$ cat config.mk
export PLATFORM = sky130hd
export DESIGN_NAME = sspis_if
export DESIGN_NICKNAME = d
export VERILOG_FILES = /design/src/rtl/sspis_pkg.sv /design/src/rtl/sspis_sync.sv /design/src/rtl/sspis_if.sv
export SDC_FILE = /design/constraint.sdc
export NUM_CORES = 1
export LEC_CHECK = 0
export CORE_MARGIN = 4
export CORE_UTILIZATION = 45
export DETAILED_ROUTE_END_ITERATION = 7
export HOLD_SLACK_MARGIN = 0.03
export PLACE_DENSITY = 0.68
export SKIP_CTS_REPAIR_TIMING = 1
export SLEW_MARGIN = 20
export SYNTH_ARGS = -nofsm -noshare
export SYNTH_HDL_FRONTEND = slang
export SYNTH_SLANG_ARGS = --single-unit
$ cat constraint.sdc
create_clock -name clk -period 5.6 [get_ports clk]
set_clock_uncertainty 0.15 [all_clocks]
set_input_delay 0.84 -clock clk [delete_from_list [all_inputs] [get_ports clk]]
set_output_delay 0.84 -clock clk [all_outputs]
set_load 0.05 [all_outputs]
$ cat src/rtl/sspis_pkg.sv
// sspis_pkg: shared types and constants for the SPI slave byte engine.
package sspis_pkg;

    typedef enum logic {SSPIS_IDLE, SSPIS_SHIFT} sspis_state_e;

    localparam logic [7:0] SSPIS_FILL_BYTE = 8'hFF;
    localparam int         SSPIS_CNT_W     = 3;

endpackage

$ cat src/rtl/sspis_sync.sv
// sspis_sync: STAGES-deep flop chain that brings an asynchronous pad signal into clk.
module sspis_sync #(
    parameter int   STAGES  = 2,
    parameter logic RST_VAL = 1'b0
) (
    input  logic clk,
    input  logic reset_n,
    input  logic d_i,
    output logic q_o
);

    logic [STAGES-1:0] sync_q;

    always_ff @(posedge clk or negedge reset_n) begin
        if (!reset_n) sync_q <= {STAGES{RST_VAL}};
        else          sync_q <= {sync_q[STAGES-2:0], d_i};
    end

    assign q_o = sync_q[STAGES-1];

endmodule

$ cat src/rtl/sspis_if.sv
// sspis_if: SPI slave byte engine, all CPOL/CPHA modes, MSB first, one-byte tx holding buffer.
// Define SSPIS_UNDERRUN_EN to add the tx_underrun pulse output.
module sspis_if
    import sspis_pkg::*;
#(
    parameter int SYNC_STAGES = 2
) (
    input  logic       clk,
    input  logic       reset_n,
    input  logic       cfg_cpol,
    input  logic       cfg_cpha,
    input  logic       sck,
    input  logic       ssn,
    input  logic       sdin,
    output logic       sdout,
    output logic       sdout_oen,
    input  logic [7:0] tx_byte,
    input  logic       tx_valid,
    output logic       tx_ready,
    output logic [7:0] rx_byte,
    output logic       rx_valid,
    output logic       busy
`ifdef SSPIS_UNDERRUN_EN
    ,
    output logic       tx_underrun
`endif
);

    logic sck_s, ssn_s, sdin_s;
    logic sck_p_q, ssn_p_q;
    sspis_state_e state_q;
    logic [SSPIS_CNT_W-1:0] bit_cnt_q;
    logic [6:0] rx_sreg_q;
    logic [7:0] rx_byte_q, tx_sreg_q, buf_q, buf_d, load_byte;
    logic rx_valid_q, buf_full_q, buf_full_d;
    logic ssn_fall, ssn_rise, sck_rise, sck_fall, lead, trail, sample_e, shift_e, load;

    sspis_sync #(.STAGES(SYNC_STAGES), .RST_VAL(1'b0)) u_sync_sck (
        .clk(clk), .reset_n(reset_n), .d_i(sck), .q_o(sck_s)
    );
    sspis_sync #(.STAGES(SYNC_STAGES), .RST_VAL(1'b1)) u_sync_ssn (
        .clk(clk), .reset_n(reset_n), .d_i(ssn), .q_o(ssn_s)
    );
    sspis_sync #(.STAGES(SYNC_STAGES), .RST_VAL(1'b0)) u_sync_sdin (
        .clk(clk), .reset_n(reset_n), .d_i(sdin), .q_o(sdin_s)
    );

    always_comb begin
        ssn_fall   = ssn_p_q & ~ssn_s;
        ssn_rise   = ~ssn_p_q & ssn_s;
        sck_rise   = sck_s & ~sck_p_q;
        sck_fall   = ~sck_s & sck_p_q;
        lead       = cfg_cpol ? sck_fall : sck_rise;
        trail      = cfg_cpol ? sck_rise : sck_fall;
        sample_e   = (state_q == SSPIS_SHIFT) & ~ssn_rise & (cfg_cpha ? trail : lead);
        shift_e    = (state_q == SSPIS_SHIFT) & ~ssn_rise & (cfg_cpha ? lead : trail);
        // CPHA=0 must present bit 7 before the first sample edge, so ssn falling also loads
        load       = (shift_e & (bit_cnt_q == '0)) | ((state_q == SSPIS_IDLE) & ssn_fall & ~cfg_cpha);
        load_byte  = buf_full_q ? buf_q : SSPIS_FILL_BYTE;
        buf_full_d = (buf_full_q & ~load) | (tx_valid & ~buf_full_q);
        buf_d      = (tx_valid & ~buf_full_q) ? tx_byte : buf_q;
    end

    always_ff @(posedge clk or negedge reset_n) begin
        if (!reset_n) begin
            sck_p_q    <= 1'b0;
            ssn_p_q    <= 1'b1;
            state_q    <= SSPIS_IDLE;
            bit_cnt_q  <= '0;
            rx_sreg_q  <= '0;
            rx_byte_q  <= '0;
            rx_valid_q <= 1'b0;
            tx_sreg_q  <= '0;
            buf_q      <= '0;
            buf_full_q <= 1'b0;
        end else begin
            sck_p_q    <= sck_s;
            ssn_p_q    <= ssn_s;
            rx_valid_q <= 1'b0;
            buf_q      <= buf_d;
            buf_full_q <= buf_full_d;
            if (state_q == SSPIS_IDLE) begin
                if (ssn_fall) begin
                    state_q   <= SSPIS_SHIFT;
                    bit_cnt_q <= '0;
                end
            end else if (ssn_rise) begin
                state_q   <= SSPIS_IDLE;
                bit_cnt_q <= '0;
            end else if (sample_e) begin
                rx_sreg_q <= {rx_sreg_q[5:0], sdin_s};
                bit_cnt_q <= bit_cnt_q + 1'b1;
                if (bit_cnt_q == {SSPIS_CNT_W{1'b1}}) begin
                    rx_byte_q  <= {rx_sreg_q, sdin_s};
                    rx_valid_q <= 1'b1;
                end
            end
            if (load)         tx_sreg_q <= load_byte;
            else if (shift_e) tx_sreg_q <= {tx_sreg_q[6:0], 1'b0};
        end
    end

`ifdef SSPIS_UNDERRUN_EN
    logic tx_underrun_q;

    always_ff @(posedge clk or negedge reset_n) begin
        if (!reset_n) tx_underrun_q <= 1'b0;
        else          tx_underrun_q <= load & ~buf_full_q;
    end

    assign tx_underrun = tx_underrun_q;
`endif

    assign sdout     = tx_sreg_q[7];
    assign sdout_oen = ssn_s;
    assign busy      = ~ssn_s;
    assign tx_ready  = ~buf_full_q;
    assign rx_byte   = rx_byte_q;
    assign rx_valid  = rx_valid_q;

endmodule

==> reports/summary.md <==
* **status** finished, final reports clean
* **routed wire length** 3.37 mm
* **xor/xnor cell area share of the yosys netlist** 0.836%
* **DRT antenna net count** 0
* **core box area** 0.00409 mm^2
* **total CTS buffers** 5
* **Inserted Diodes** 0
* **average via count per standard cell** 5.10
* **Setup CP Type** input port to flop
* **Final Instance Area** 0.00235 mm^2
* **Leakage** 0.00102 uW
* **Tightest Pin Transition** 0.874 ns
* **part of the cycle the worst path needs** 51.6%
* **Post-Route Utilization** 57.5%
* **worst reg2reg setup slack** 3.35 ns
* **depth of the worst hold-timing path** 0
* **CTS Sinks** 45
* **Final #Nets** 195
* **post-synthesis share of cell area spent on full adders, half adders and majority gates** 2.44%
* **total number of H-tree levels** 2
* **combinational family with the most area after synthesis** multiplexers
* **number of antenna violations at the first check in global routing** 0
* **proportion of synthesized chip area in sequential cells** 58.1%
* **via count** 1,157
* **horizontal die dimension** 73.8 um
* **reg-to-reg endpoint** rx_byte[7]$_DFFE_PN0P_
* **Synth Register Bits** 45
* **data required time of the critical path** 5.63 ns
* **setup-violating endpoint count in the final report** 0
* **relative slew slack** 41.6%
* **share of cell area taken by muxes after synthesis** 16.5%
* **unrepaired setup endpoints after global routing** false
* **routed length per instance** 14.8 um
* **Port Buffers** 28
* **total congestion overflow after global routing** 0
* **Crit. End Element** flop
* **proportion of register bits with asynchronous set or reset after synthesis** 100%
* **Total Neg Setup Slack** 0 ns
* **max-slew violation count** 0
* **most frequently used flop master after synthesis** sky130_fd_sc_hd__dfrtp_1
* **Reg2Reg Launch Point** ssn_p_q$_DFF_PN1_
* **Rows** 23
* **Clock Root Buffer** sky130_fd_sc_hd__clkbuf_8
* **maximum clock frequency** 0.346 GHz
* **Syn-to-layout area delta** 20.8%
* **post-synthesis instance total** 146
* **RePlAce Congestion** 0.768
* **simple-gate share of the synthesized area** 9.90%
* **final HPWL from detailed placement** 2.42 mm
* **data arrival time of the critical path** 2.92 ns
* **startpoint types** input port
* **register clock-pin slew on the reported worst setup and hold paths** 0.08 ns
* **pin count of the biggest net entering global routing** 46
* **logic depth of the worst register-to-register path** 4
* **latest clock arrival within the worst-skew pair** 0.29 ns
* **count of synthesis-stage warnings from yosys** 0
* **clock tree from TritonCTS** yes
* **Critical path origin** cfg_cpha
* **starting utilization of the core area** 47.6%
* **WHS** 0.206 ns
* **count of endpoints failing hold in the final timing report** 0
* **path class of the lowest-slack min-delay path** flop to flop
* **complex-gate fraction of the synthesized area** 7.85%
* **syn nets** 165
* **Netlist cell types** 31
* **sum of internal, switching and leakage power** 958 uW
* **combined area of all synthesized cells** 0.00195 mm^2
* **aggregate global-route resource usage** 14.1%
* **number of flops mapped to enable cells by yosys** 0
* **power density over cell area** 407 mW/mm^2
* **first-pass GRT wire length** 5.86 mm
* **die height** 73.8 um
* **number of iterations in the first detailed-routing pass** 2
* **Placed Instance Area** 0.00225 mm^2
* **Fill cells** 341
* **critical hold path startpoint** u_sync_sck.sync_q[0]$_DFF_PN0_
* **number of remaining DRC errors** 0
* **count of routing violations after the opening detailed-route iteration** 55
* **synthesized area per cell** 13.3 um^2
* **Top-Level Pins** 29
* **time the final worst path needs with I/O delays and setup** 2.89 ns
* **most common library cell in the layout ignoring fill and taps** sky130_fd_sc_hd__dfrtp_1
* **most frequent cells in the layout** 42 x sky130_fd_sc_hd__dfrtp_1, 27 x sky130_fd_sc_hd__clkdlybuf4s50_1, 15 x sky130_fd_sc_hd__mux2_2, 13 x sky130_fd_sc_hd__inv_1, 10 x sky130_fd_sc_hd__o21ai_0
* **largest fanout on the critical path** 9
* **area enclosed by the die boundary** 0.00544 mm^2
* **buffer levels on the longest clock path** 2
* **vias in the first global route** 1,218
* **Min-Delay Endpoint** u_sync_sck.sync_q[1]$_DFF_PN0_
* **layout cells sized above 1** 25.4%
* **Worst VDD drop** 212 uV
* **max-cap violations** 0
==> through the flow <==
stage / cells / worst slack [ns]
final: 227 / 2.71
after global routing: 227 / 2.62
after CTS: 227 / 2.70
after detailed placement: 219 / 2.38
after global placement: 219 / 2.46
after floorplan: 146 / 3.39
==> worst max-delay path: stages <==
cell,delay [ns]
sky130_fd_sc_hd__clkdlybuf4s50_1,0.51
sky130_fd_sc_hd__xnor2_2,0.22
sky130_fd_sc_hd__mux2i_4,0.24
sky130_fd_sc_hd__nor3b_2,0.75
sky130_fd_sc_hd__mux2_4,0.36
==> kinds of logic after synthesis <==
| group | count (synthesis) |
|---|---|
| AOI/OAI and AO/OA | 24 |
| muxes | 25 |
| DFF | 45 |
| and+or+nand+nor | 29 |
| buffers and inverters | 18 |
| xor gates and xnor gates | 1 |
| adders and majority gates | 4 |
==> sequential cells by signal, summed over array words and instances, names as in the netlist <==
name	count
buf_q	8
rx_byte	8
tx_sreg_q	8
rx_sreg_q	7
bit_cnt_q	3
u_sync_sck.sync_q	2
u_sync_sdin.sync_q	2
u_sync_ssn.sync_q	2
buf_full_q	1
rx_valid	1
sck_p_q	1
ssn_p_q	1
state_q	1
==> power by group <==
part | total, uW | internal (uW) | switching (uW)
combinational | 268 | 127 | 141
clock | 215 | 112 | 103
sequential | 475 | 418 | 56.5
total | 958 | 657 | 301
==> layout make-up <==
class / instances / area (um^2) / share of cell area (%)
sequential: 45 / 1130 / 48.1
multi-input combinational: 83 / 731 / 31.1
timing repair buffer: 28 / 278 / 11.8
clock buffer: 7 / 96.3 / 4.10
tap: 50 / 62.6 / 2.66
inverter: 13 / 48.8 / 2.08
clock inverter: 1 / 5.00 / 0.213
==> worst max path at each step <==
stage,slack [ns],to
after floorplan,3.39,rx_byte[0]$_DFFE_PN0P_
after global placement,2.46,rx_byte[5]$_DFFE_PN0P_
after detailed placement,2.38,rx_byte[7]$_DFFE_PN0P_
after CTS,2.70,rx_byte[7]$_DFFE_PN0P_
after global routing,2.62,rx_byte[7]$_DFFE_PN0P_
final,2.71,rx_byte[7]$_DFFE_PN0P_
==> routing by layer <==
metal | vias up | track usage [%] | wire [um]
li1 | 569 | - | -
met4 | 0 | 4.83 | 9
met3 | 2 | 4.24 | 169
met5 | - | 0 | 0
met1 | 561 | 19.1 | 1540
met2 | 25 | 21.7 | 1650
==> synth_stat cells (2+ instances only) <==
library cell / number / share of area (%)
sky130_fd_sc_hd__nand2_1: 8 / 1.5
sky130_fd_sc_hd__mux2_4: 8 / 6.2
sky130_fd_sc_hd__o21ai_0: 10 / 2.6
sky130_fd_sc_hd__dfstp_2: 3 / 4.1
sky130_fd_sc_hd__inv_1: 13 / 2.5
sky130_fd_sc_hd__nand2b_1: 4 / 1.3
sky130_fd_sc_hd__clkbuf_1: 3 / 0.58
sky130_fd_sc_hd__mux2_2: 15 / 8.7
sky130_fd_sc_hd__a31oi_1: 7 / 2.3
sky130_fd_sc_hd__nor3_1: 7 / 1.8
sky130_fd_sc_hd__nor2b_1: 2 / 0.64
sky130_fd_sc_hd__ha_1: 3 / 1.9
sky130_fd_sc_hd__dfrtp_1: 42 / 54
sky130_fd_sc_hd__a221oi_1: 3 / 1.4
sky130_fd_sc_hd__and2b_2: 2 / 0.90
No activity file was read; power rests on OpenSTA's default activity.
